`src/rtl/cnn_layer_accel_weight_loader_pkg.sv`:
```
// Shared definitions for the CE weight path: weight geometry, 3x3 kernel sizing,
// loader state encoding (reused by the CE controller) and a constant clog2 helper.
// No logic; imported by the weight loader and its neighbours.
package cnn_layer_accel_weight_loader_pkg;

  localparam int WEIGHT_WIDTH                  = 16;
  localparam int MAX_BRAM_3x3_KERNELS          = 64;
  localparam int KERNEL_3x3_COUNT_FULL         = 9;
  localparam int KERNEL_3x3_COUNT_FULL_MINUS_1 = KERNEL_3x3_COUNT_FULL - 1;

  // Ceiling log2 for elaboration-time sizing; clog2(1) is 0.
  function automatic int clog2(input int value);
    int r;
    r = 0;
    for (int i = 0; i < 31; i++) begin
      if ((longint'(1) << i) < longint'(value)) r = i + 1;
    end
    return r;
  endfunction

  localparam int C_CLG2_MAX_BRAM_3x3_KERNELS = clog2(MAX_BRAM_3x3_KERNELS);

  // Loader state encoding, kept here so the CE controller decodes the same values.
  localparam logic [1:0] WL_ST_IDLE = 2'd0;
  localparam logic [1:0] WL_ST_LOAD = 2'd1;
  localparam logic [1:0] WL_ST_DONE = 2'd2;

  typedef enum logic [1:0] {
    ST_IDLE = WL_ST_IDLE,
    ST_LOAD = WL_ST_LOAD,
    ST_DONE = WL_ST_DONE
  } wl_state_t;

endpackage

```
`src/rtl/cnn_layer_accel_weight_loader.sv`:
```
// Unpacks C_LANES-wide weight beats into single-weight writes on the CE weight table config port.
// Latency: start -> config_mode next cycle; beat accepted -> its lane 0 written next cycle.
// Backpressure: wht_in_ready only from registered state; a one-beat hold register drains lane by lane.
// Optional WHT_LOADER_CKSUM_EN adds a 16-bit running sum of written weights on wht_cksum.
module cnn_layer_accel_weight_loader
  import cnn_layer_accel_weight_loader_pkg::*;
#(
  parameter int C_IN_WIDTH = 64
) (
  input  logic                                   clk,
  input  logic                                   rst,
  input  logic                                   start,
  input  logic [C_CLG2_MAX_BRAM_3x3_KERNELS-1:0] num_kernels,
  input  logic                                   wht_in_valid,
  output logic                                   wht_in_ready,
  input  logic [C_IN_WIDTH-1:0]                  wht_in_data,
  output logic                                   config_mode,
  output logic                                   wht_config_wren,
  output logic [WEIGHT_WIDTH-1:0]                wht_config_data,
  output logic                                   busy,
  output logic                                   load_done,
  output logic [15:0]                            wht_cksum
);

  localparam int C_LANES  = C_IN_WIDTH / WEIGHT_WIDTH;
  localparam int C_LANE_W = (clog2(C_LANES) < 1) ? 1 : clog2(C_LANES);
  localparam int KRN_W    = C_CLG2_MAX_BRAM_3x3_KERNELS;

  localparam logic [C_LANE_W-1:0] LANE_LAST = C_LANE_W'(C_LANES - 1);
  localparam logic [3:0]          WHT_LAST  = 4'(KERNEL_3x3_COUNT_FULL_MINUS_1);

  typedef logic [C_LANES-1:0][WEIGHT_WIDTH-1:0] beat_t;

  wl_state_t              state;
  logic [KRN_W-1:0]       nk_q;
  logic [C_LANE_W-1:0]    lane_cnt;
  logic [3:0]             wht_cnt;
  logic [KRN_W-1:0]       krn_cnt;
  beat_t                  hold_data;
  logic                   hold_valid;
  logic                   final_done;

  logic                   at_final;
  logic                   lane_last;
  logic                   consuming;
  logic                   final_beat_taken;
  logic                   accept;
  logic                   do_write;
  logic [WEIGHT_WIDTH-1:0] wr_data;

  // Next-write decode: everything here comes from registered state except accept.
  always_comb begin
    at_final         = (krn_cnt == nk_q) && (wht_cnt == WHT_LAST);
    lane_last        = (lane_cnt == LANE_LAST);
    consuming        = hold_valid && (lane_last || at_final);
    final_beat_taken = final_done || (hold_valid && at_final);
    wht_in_ready     = (state == ST_LOAD) && (!hold_valid || consuming) && !final_beat_taken;
    accept           = wht_in_valid && wht_in_ready;
    do_write         = (state == ST_LOAD) && !final_done && (hold_valid || accept);
    // An empty hold register lets an accepted beat write its lane 0 straight through.
    wr_data          = hold_valid ? hold_data[lane_cnt] : wht_in_data[WEIGHT_WIDTH-1:0];
  end

  assign busy = (state != ST_IDLE);

  // Control FSM with counters, hold register and registered config-port outputs.
  always_ff @(posedge clk) begin
    if (rst) begin
      state           <= ST_IDLE;
      nk_q            <= '0;
      lane_cnt        <= '0;
      wht_cnt         <= '0;
      krn_cnt         <= '0;
      hold_data       <= '0;
      hold_valid      <= 1'b0;
      final_done      <= 1'b0;
      config_mode     <= 1'b0;
      wht_config_wren <= 1'b0;
      wht_config_data <= '0;
      load_done       <= 1'b0;
    end else begin
      wht_config_wren <= 1'b0;
      load_done       <= 1'b0;
      unique case (state)
        ST_IDLE: begin
          if (start) begin
            state       <= ST_LOAD;
            nk_q        <= num_kernels;
            lane_cnt    <= '0;
            wht_cnt     <= '0;
            krn_cnt     <= '0;
            hold_data   <= '0;
            hold_valid  <= 1'b0;
            final_done  <= 1'b0;
            config_mode <= 1'b1;
          end
        end
        ST_LOAD: begin
          if (final_done) begin
            // Final weight is on the port this cycle; drop config_mode with the done pulse.
            state       <= ST_DONE;
            config_mode <= 1'b0;
            load_done   <= 1'b1;
          end else begin
            if (do_write) begin
              wht_config_wren <= 1'b1;
              wht_config_data <= wr_data;
              final_done      <= at_final;
              if (wht_cnt == WHT_LAST) begin
                wht_cnt <= '0;
                krn_cnt <= krn_cnt + KRN_W'(1);
              end else begin
                wht_cnt <= wht_cnt + 4'd1;
              end
            end
            if (hold_valid) begin
              if (accept) begin
                // Last lane of the held beat goes out now; the new beat starts at lane 0.
                hold_data <= wht_in_data;
                lane_cnt  <= '0;
              end else if (consuming) begin
                hold_valid <= 1'b0;
                lane_cnt   <= '0;
              end else begin
                lane_cnt <= lane_cnt + C_LANE_W'(1);
              end
            end else if (accept) begin
              // Lane 0 already written; keep the rest unless it was the final weight.
              if (at_final || (C_LANES == 1)) begin
                hold_valid <= 1'b0;
                lane_cnt   <= '0;
              end else begin
                hold_data  <= wht_in_data;
                hold_valid <= 1'b1;
                lane_cnt   <= C_LANE_W'(1);
              end
            end
          end
        end
        ST_DONE: begin
          state <= ST_IDLE;
        end
        default: begin
          state <= ST_IDLE;
        end
      endcase
    end
  end

`ifdef WHT_LOADER_CKSUM_EN
  logic [15:0] cksum_q;

  // Running modulo-2^16 sum of written weights, restarted by each accepted start.
  always_ff @(posedge clk) begin
    if (rst) begin
      cksum_q <= '0;
    end else if ((state == ST_IDLE) && start) begin
      cksum_q <= '0;
    end else if (do_write) begin
      cksum_q <= cksum_q + 16'(wr_data);
    end
  end

  assign wht_cksum = cksum_q;
`else
  assign wht_cksum = '0;
`endif

endmodule

```
`config.mk`:
```
export PLATFORM = sky130hd
export DESIGN_NAME = cnn_layer_accel_weight_loader
export DESIGN_NICKNAME = d
export VERILOG_FILES = /design/src/rtl/cnn_layer_accel_weight_loader_pkg.sv /design/src/rtl/cnn_layer_accel_weight_loader.sv
export SDC_FILE = /design/constraint.sdc
export NUM_CORES = 1
export LEC_CHECK = 0
export ABC_AREA = 0
export CAP_MARGIN = 20
export CORE_UTILIZATION = 54
export CTS_BUF_LIST = sky130_fd_sc_hd__clkbuf_16
export DETAILED_ROUTE_END_ITERATION = 8
export GPL_TIMING_DRIVEN = 0
export PLACE_DENSITY_LB_ADDON = 0.2
export REMOVE_ABC_BUFFERS = 1
export SYNTH_ARGS = -nofsm -noshare
export SYNTH_HDL_FRONTEND = slang
export SYNTH_SLANG_ARGS = --single-unit
```
`constraint.sdc`:
```
create_clock -name clk -period 4.5 [get_ports clk]
set_input_delay 1.125 -clock clk [delete_from_list [all_inputs] [get_ports clk]]
set_output_delay 1.125 -clock clk [all_outputs]
set_load 0.01 [all_outputs]
```
# --- After elaboration in Yosys (flattened, before gate mapping) ---
# Index checks and enable logic that the tools add are counted.
# W data, S select, Z words.
word_totals:
  reg_bits: 105
  input_bits: 74
  output_inout_bits: 37
  word_cells: 110
op_classes:
  addsub: 3
  n_lt_le_gt_ge: 1
  eq_ne: 12
  mux: 47
  bitwise_logic: 2
  n_reduce_logical: 30
ops:
  columns: ["op", "n"]
  rows:
  - ["$mux W64", 6]
  - ["$pmux W64 S2", 1]
  - ["$bmux W16 S2", 1]
  - ["$mux W16", 2]
  - ["$mux W6", 4]
  - ["$mux W2", 8]
  - ["$mux W4", 4]
  - ["$mux W1", 14]
  - ["$ne A2 B2 Y1 const B", 6]
  - ["$pmux W6 S2", 1]
  - ["$reduce_and A5 Y1", 2]
  - ["$reduce_and A3 Y1", 3]
  - ["$logic_and A1 B1 Y1", 8]
  - ["$pmux W2 S2", 2]
  - ["$pmux W4 S2", 1]
  - ["$reduce_and A4 Y1", 2]
  - ["$add A6 B1 Y6 const B", 1]
  - ["$eq A6 B6 Y1", 1]
  - ["$ne A3 B3 Y1 const B", 2]
  - ["$pmux W1 S2", 3]
  - ["$reduce_and A2 Y1", 3]
  - ["$add A4 B1 Y4 const B", 1]
  - ["$eq A4 B4 Y1 const B", 1]
  - ["$logic_or A1 B1 Y1", 4]
  - ["other kinds (10)", 14]

# --- Depth between registers and ports, before layout ---
# Gate-level depths: netlist of run 1.
depth:
  word_depth: 13
  ltp_mapped: 9
  ltp_nobuf: 7

# --- Least setup slack after synthesis of run 1 ---
# OpenSTA, ideal clock, no wires.
synth_timing:
  path_kind: "register to output"
  startpoint: "reg wht_cnt[0]"
  endpoint: "out wht_in_ready"
  arrival_time_ps: 1436
  required_ps: 3375
  setup_slack_ps: 1939
  path_stages_with_launch: 8
  path_buffers: 0
  cell_sequence: "dfxtp_1 > inv_1 > ha_1 > and3b_1 > and4_1 > nand4_1 > nand2_1 > a21boi_0"
synth_between:
  elab_chain_cells: 7
  elab_cells_between_ends: 10
  classes_between: "1 x eq/ne; 9 x reduce/logical"
synth_lines:
  columns: ["item", "line_no", "rtl"]
  rows:
  - ["start, declared", "cnn_layer_accel_weight_loader.sv:37", "logic [3:0] wht_cnt;"]
  - ["start signal, assigned", "cnn_layer_accel_weight_loader.sv:113", "wht_cnt <= wht_cnt + 4'd1;"]
  - ["$eq A4 B4 Y1 *", "cnn_layer_accel_weight_loader.sv:53", "at_final = (krn_cnt == nk_q) && (wht_cnt == WHT_LAST);"]
  - ["$logic_and A1 B1 Y1 *", "cnn_layer_accel_weight_loader.sv:53", null]
  - ["$logic_or A1 B1 Y1", "cnn_layer_accel_weight_loader.sv:55", "consuming = hold_valid && (lane_last || at_final);"]
  - ["$logic_and A1 B1 Y1", "cnn_layer_accel_weight_loader.sv:55", null]
  - ["$logic_or A1 B1 Y1", "cnn_layer_accel_weight_loader.sv:57", "wht_in_ready = (state == ST_LOAD) && (!hold_valid || consuming) && !final_beat_taken;"]
  - ["$logic_and A1 B1 Y1", "cnn_layer_accel_weight_loader.sv:57", null]
  - ["$logic_and A1 B1 Y1 *", "cnn_layer_accel_weight_loader.sv:57", null]
  - ["end, declared", "cnn_layer_accel_weight_loader.sv:15", "output logic wht_in_ready,"]
# Every way passes the cells marked *; elsewhere a longest branch is shown, timed or not.

# --- Worst setup path after layout of run 1 ---
# Same ends and word-level chain as after synthesis.

==> qor.yml, run 1 <==
status: "finished clean"
gr-usage-met1_pct: 30.9
regToRegEndpoint: "hold_data[42]"
finalCriticalPeriod_ps: 3540
drc: 0
grt_first_pass_wirelength_um: 17700
async_reset_ff_share_pct: 0
yosys_warnings: 0
p_leak_nw: 2.02
synth-seq-cells: 105
grt_pass1_vias: 3824
clk_pin_slew_ps: 70
maxCapViolations: 0
cp_top_family: "buffers and inverters"
hold_start: "hold_data[41]"
post-dp-hpwl_um: 7230
ctsHoldBuffers: 0
slowest_stage: "clkdlybuf4s50_1"
worstPathArrival_ps: 2410
clk_latency_ps: 340
tightest_slew_ps: 935
ant_nets: 0
synth_area_um2: 4780
slew_violations: 0
antenna_cells: 0
cp.buffers_inverters: 2
ys.flop_type: "dfxtp_1"
rsz0062_at_grt: "no"
ir_drop_mv: 0.200
die_w_um: 96.1
cp_slowest_stage_delay_ps: 560
hold_viol_final: 0
design_area_um2: 5980
whs_path_depth: 2
grt_use_met3_pct: 3.40
antenna_found_initial: 0
power.density_nw_per_um2: 341
cts_sinks: 105
worst_clock_skew_ps: 7.74
r2r_slack_ps: 1830
path_cells: "inv_1, ha_1, and3b_1, and4_1, nand4_1, nand2_1, a21boi_0, clkdlybuf4s50_1"
cp_max_fo: 5
synth-edff-count: 0
ys_types: 47
synth_top_area_share_pct: 44.0
overflow: 0
finalCritPeriodShare_pct: 78.6
drt_first_pass_iters: 5
layout-drive-gt1-share_pct: 7.91
htree_num_levels: 3
fin_cells: 712
place_inst: 697
worstHoldPathType: "flip-flop to flip-flop"
grt_start_max_net_pins: 65
final-setup-viol-count: 0
ctsResizeCount: 0
ys_seq_area_share_pct: 44.0
clockRootBuffer: "clkbuf_16"
criticalPathCategory: "flip-flop to output port"
tns_ps: 0
busiest_layer: "met2"
critPathLaunchType: "flip-flop"
io_pins: 111
nets: 681
area_delta_synth_final_pct: 25.2
num_rows: 33
r2r_cells: 6
cts_buffer_depth: 2
synth_top_area_cell: "dfxtp_1"
start_util_pct: 57.0
min_to: "hold_data[41]"
coreArea_um2: 8380
most-common-layout-cells: "105 x dfxtp_1, 93 x clkdlybuf4s50_1, 80 x nand2_1"
power_mw: 2.04
wl_um: 10800
routabilityCongestion: 0.800
via_per_inst: 5.63
grt.total_usage_pct: 25.1
avgRoutedWirePerCell_um: 15.2
required_ps: 3380
dpl_cell_area_um2: 5700
drt_iter0_drc: 212
final_common_cell: "dfxtp_1"
synth_area_leaders: "dfxtp_1 44%, a21oi_1 8.1%, mux4_2 7.5%"
die_area_um2: 9230
max_slew_margin_pct: 37.6
fmax_mhz: 283
grt_util_met2_pct: 44.1
numCtsBuffers: 9
cts_setup_buffers: 0
r2r-start: "lane_cnt[1]"
fillers: 695
vias: 4009
synth_cells: 536
die_h_um: 96.1
io_buffers: 94
cts_tree: "yes"
end_kind: "output port"
syn_area_per_cell_um2: 8.92
## state kept, by name (all words and copies together) (netlist names), 2 cells and up
signal	cells
lane_cnt	2
nk_q	6
state	2
wht_config_data	16
hold_data	64
wht_cnt	4
krn_cnt	6
## layer usage
| layer | up-vias | share of wire [%] | wire length (um) |
|---|---|---|---|
| met2 | 96 | 51 | 5570 |
| met1 | 1918 | 43 | 4630 |
| met4 | 0 | 1.3 | 139 |
| met5 | - | 0 | 0 |
| li1 | 1982 | - | - |
| met3 | 13 | 4.4 | 481 |
## area by class of cell
cell class / instances / area [um^2] / area share, %
clock buffers: 9 / 225 / 3.76
inverters: 4 / 15.0 / 0.251
repair buffers: 100 / 1080 / 18.0
well taps: 105 / 131 / 2.20
multi-input cells: 383 / 2370 / 39.7
clock inverters: 6 / 60.1 / 1.00
flip-flops and latches: 105 / 2100 / 35.1
## worst min-delay path, cell delays in order, from the launching register on
cell	delay [ps]
dfxtp_1	310
nand3_1	60
a21oi_1	60
## power by group
| part | switching, mW | internal (mW) | total (mW) |
|---|---|---|---|
| clock | 0.332 | 0.425 | 0.758 |
| sequential | 0.0263 | 0.966 | 0.992 |
| combinational | 0.143 | 0.149 | 0.292 |
## metrics by stage
stage	worst slack [ps]	utilization [%]	hold slack, ps
finish	962	71.4	464
global route	782	71.4	487
CTS	963	71.4	465
detailed placement	1330	68.0	455
global placement	-207	66.2	450
floorplan	1510	-	424
## cell usage after synthesis, drive strengths merged (2+ instances only)
library cell,number
clkbuf,14
xnor2,10
nand2,80
o21a,2
a32oi,2
nand2b,7
nand4,3
a21oi,77
mux2i,17
or2,3
inv,4
and4,2
mux4,16
buf,45
o21ai,5
nand3,69
nor4,2
a211oi,17
ha,4
nor2,30
dfxtp,105
nor2b,2
nor3,6
## worst max path at each step
stage | start | to | slack, ps | cells after the start
2_1_floorplan | start | krn_cnt[2] | 1510 | 4
3_3_place_gp | rst | krn_cnt[2] | -210 | 3
3_5_place_dp | lane_cnt[1] | wht_in_ready | 1330 | 4
4_1_cts | wht_cnt[0] | wht_in_ready | 960 | 8
5_1_grt | wht_cnt[0] | wht_in_ready | 780 | 8
6_report | wht_cnt[0] | wht_in_ready | 960 | 8
## cell families (layout without fill, tap and decap cells)
kind of cell	count (synthesis)	after routing	share of synthesized area [%]
xor gates and xnor gates	10	10	1.83
other	1	16	0.0785
DFF	105	105	44.0
muxes	33	33	11.1
buffers and inverters	63	119	7.85
adders and majority gates	4	4	1.05
and+or+nand+nor	211	211	20.9
AOI/OAI and AO/OA	109	109	13.2
Power figures use the tool's default switching activity.
==> run 2: changes to the inputs <==
--- a/config.mk
+++ b/config.mk
@@ -7,7 +7,7 @@
 export LEC_CHECK = 0
 export ABC_AREA = 0
 export CAP_MARGIN = 20
-export CORE_UTILIZATION = 54
+export CORE_UTILIZATION = 45
 export CTS_BUF_LIST = sky130_fd_sc_hd__clkbuf_16
 export DETAILED_ROUTE_END_ITERATION = 8
 export GPL_TIMING_DRIVEN = 0
==> constraint.sdc (replaced) <==
create_clock -name clk -period 3.03 [get_ports clk]
set_input_delay 0.7575 -clock clk [delete_from_list [all_inputs] [get_ports clk]]
set_output_delay 0.7575 -clock clk [all_outputs]
set_load 0.01 [all_outputs]
==> run 2 against run 1 <==
Effect of this change: non-clock buffer count increased by 1; clock skew decreased by 0.79 ps; sequential share of layout area decreased by 0.29 points; critical endpoint unchanged; highest routed layer unchanged.
==> qor.yml, run 2 (same netlist as run 1, synthesis figures left out) <==
status: "finished clean"
die_h_um: 105  # +9.3%
grt_pass1_vias: 3791  # -0.86%
io_buffers: 94  # unchanged
htree_num_levels: 3  # unchanged
coreArea_um2: 10300  # +23%
setup_slack_ps: 239  # -723 ps
start_util_pct: 46.3  # -11 points
avgRoutedWirePerCell_um: 14.2  # -6.7%
clk_latency_ps: 350  # about the same
holdWs_ps: 468  # +3.31 ps
cts_tree: "yes"
max_slew_margin_pct: 41.8  # +4.2 points
hold_start: "hold_data[44]"
power.density_nw_per_um2: 508  # +49%
ir_drop_mv: 0.324  # +61%
area_delta_synth_final_pct: 26.3
clk_pin_slew_ps: 70  # about the same
grt_start_max_net_pins: 86  # +32%
finalCriticalPeriod_ps: 2790
worstSetupStartpoint: "wht_cnt[0]"
finalCritPeriodShare_pct: 92.1
cts_buffer_depth: 2  # unchanged
fin_cells: 744  # +4.5%
grt_first_pass_wirelength_um: 17500  # -1.2%
worst_clock_skew_ps: 6.95  # -0.788 ps
most-common-layout-cells: "104 x dfxtp_1, 92 x clkdlybuf4s50_1, 80 x nand2_1"
p_leak_nw: 2.03  # +0.37%
die_area_um2: 11000  # +20%
criticalPathCategory: "flip-flop to output port"
wl_um: 10600  # -2.5%
ctsHoldBuffers: 0  # unchanged
nets: 682  # +0.15%
grt.total_usage_pct: 19.8  # -5.3 points
routabilityCongestion: 0.778  # -2.7%
r2r-start: "lane_cnt[0]"
tns_ps: 0  # unchanged
hold_viol_final: 0  # unchanged
maxCapViolations: 0  # unchanged
ant_nets: 0  # unchanged
num_rows: 37  # +12%
multiInputGateArea_um2: 2370  # unchanged
slew_violations: 0  # unchanged
max_flop_register: "hold_data"
layout-drive-gt1-share_pct: 8.39  # +0.48 points
dpl_cell_area_um2: 5740  # +0.68%
largestRegisters: "hold_data x64, wht_config_data x16"
drt_iter0_drc: 200  # -5.7%
io_pins: 111  # unchanged
seq_area_um2: 2100  # about the same
die_w_um: 105  # +9.3%
worstHoldPathType: "flip-flop to flip-flop"
fmax_mhz: 358
via_per_inst: 5.33  # -5.3%
power_mw: 3.07  # +50%
place_inst: 728  # +4.4%
design_area_um2: 6040  # +0.90%
preCtsSetupSlack_ps: 189  # -1140 ps
post-dp-hpwl_um: 7020  # -2.9%
cts_sinks: 105  # unchanged
antenna_found_initial: 0  # unchanged
vias: 3967  # -1.0%
required_ps: 2270  # -1110 ps
end_kind: "output port"
drt_first_pass_iters: 7  # +2
finish.utilization_pct: 58.5  # -13 points
tightest_slew_ps: 870  # -65.0 ps
numCtsBuffers: 9  # unchanged
rsz0062_at_grt: "no"
fillers: 918  # +32%
clockRootBuffer: "clkbuf_16"
final-setup-viol-count: 0  # unchanged
final_common_cell: "dfxtp_1"
worstPathArrival_ps: 2030  # -380 ps
largest_reg_flops: 64  # unchanged
critPathLaunchType: "flip-flop"
cp_max_fo: 5  # unchanged
drc: 0  # unchanged
antenna_cells: 0  # unchanged
overflow: 0  # unchanged
-- run 2: final timing paths --
| kind | to | slack [ps] | cells past startpoint |
|---|---|---|---|
| worst min register to register | hold_data[44] | 470 | 2 |
| worst max register to register | hold_data[9] | 550 | 6 |
| worst max-delay path | wht_in_ready | 240 | 8 |
| worst min-delay path | hold_data[44] | 470 | 2 |
-- run 2: worst max-delay path, stage by stage, from the launching register on --
cell	delay, ps
dfxtp_1	380
inv_1	90
ha_1	200
and3b_1	210
and4_1	170
nand4_1	130
nand2_1	70
a21boi_0	150
dlygate4sd2_1	290
-- run 2: what timing repair did --
action                     4_1_cts  5_1_grt
gates resized for setup          2        0
buffers inserted                 1        0
setup endpoints to repair        1        0
hold endpoints to repair         0        0
-- run 2: area by class of cell --
| type | instances | area share [%] |
|---|---|---|
| repair buffers | 101 | 17.9 |
| flip-flops and latches | 105 | 34.8 |
| inverters | 4 | 0.249 |
| multi-input cells | 383 | 39.3 |
| clock inverters | 6 | 1.12 |
| well taps | 136 | 2.82 |
| clock buffers | 9 | 3.73 |
-- run 2: per-layer routing --
layer	track usage, %	share of wire, %	vias up
met4	6.94	1.6	0
met3	3.24	4.0	16
met1	24.0	45	1861
li1	-	-	1989
met5	0	0	-
met2	35.5	50	101
-- run 2: report_power, final --
group          leakage (nW)  switching [mW]  internal [mW]
Combinational          1.04           0.207          0.220
Clock                 0.138           0.526          0.641
Sequential            0.854          0.0389           1.43
Total                  2.03           0.772           2.29
==> run 3: changes to the inputs <==
--- a/config.mk
+++ b/config.mk
@@ -10,6 +10,7 @@
 export CORE_UTILIZATION = 45
 export CTS_BUF_LIST = sky130_fd_sc_hd__clkbuf_16
 export DETAILED_ROUTE_END_ITERATION = 8
+export GPL_ROUTABILITY_DRIVEN = 0
 export GPL_TIMING_DRIVEN = 0
 export PLACE_DENSITY_LB_ADDON = 0.2
 export REMOVE_ABC_BUFFERS = 1
==> results of run 3 <==
Same layout as run 2: the final DEF is identical, and so are final timing and power.
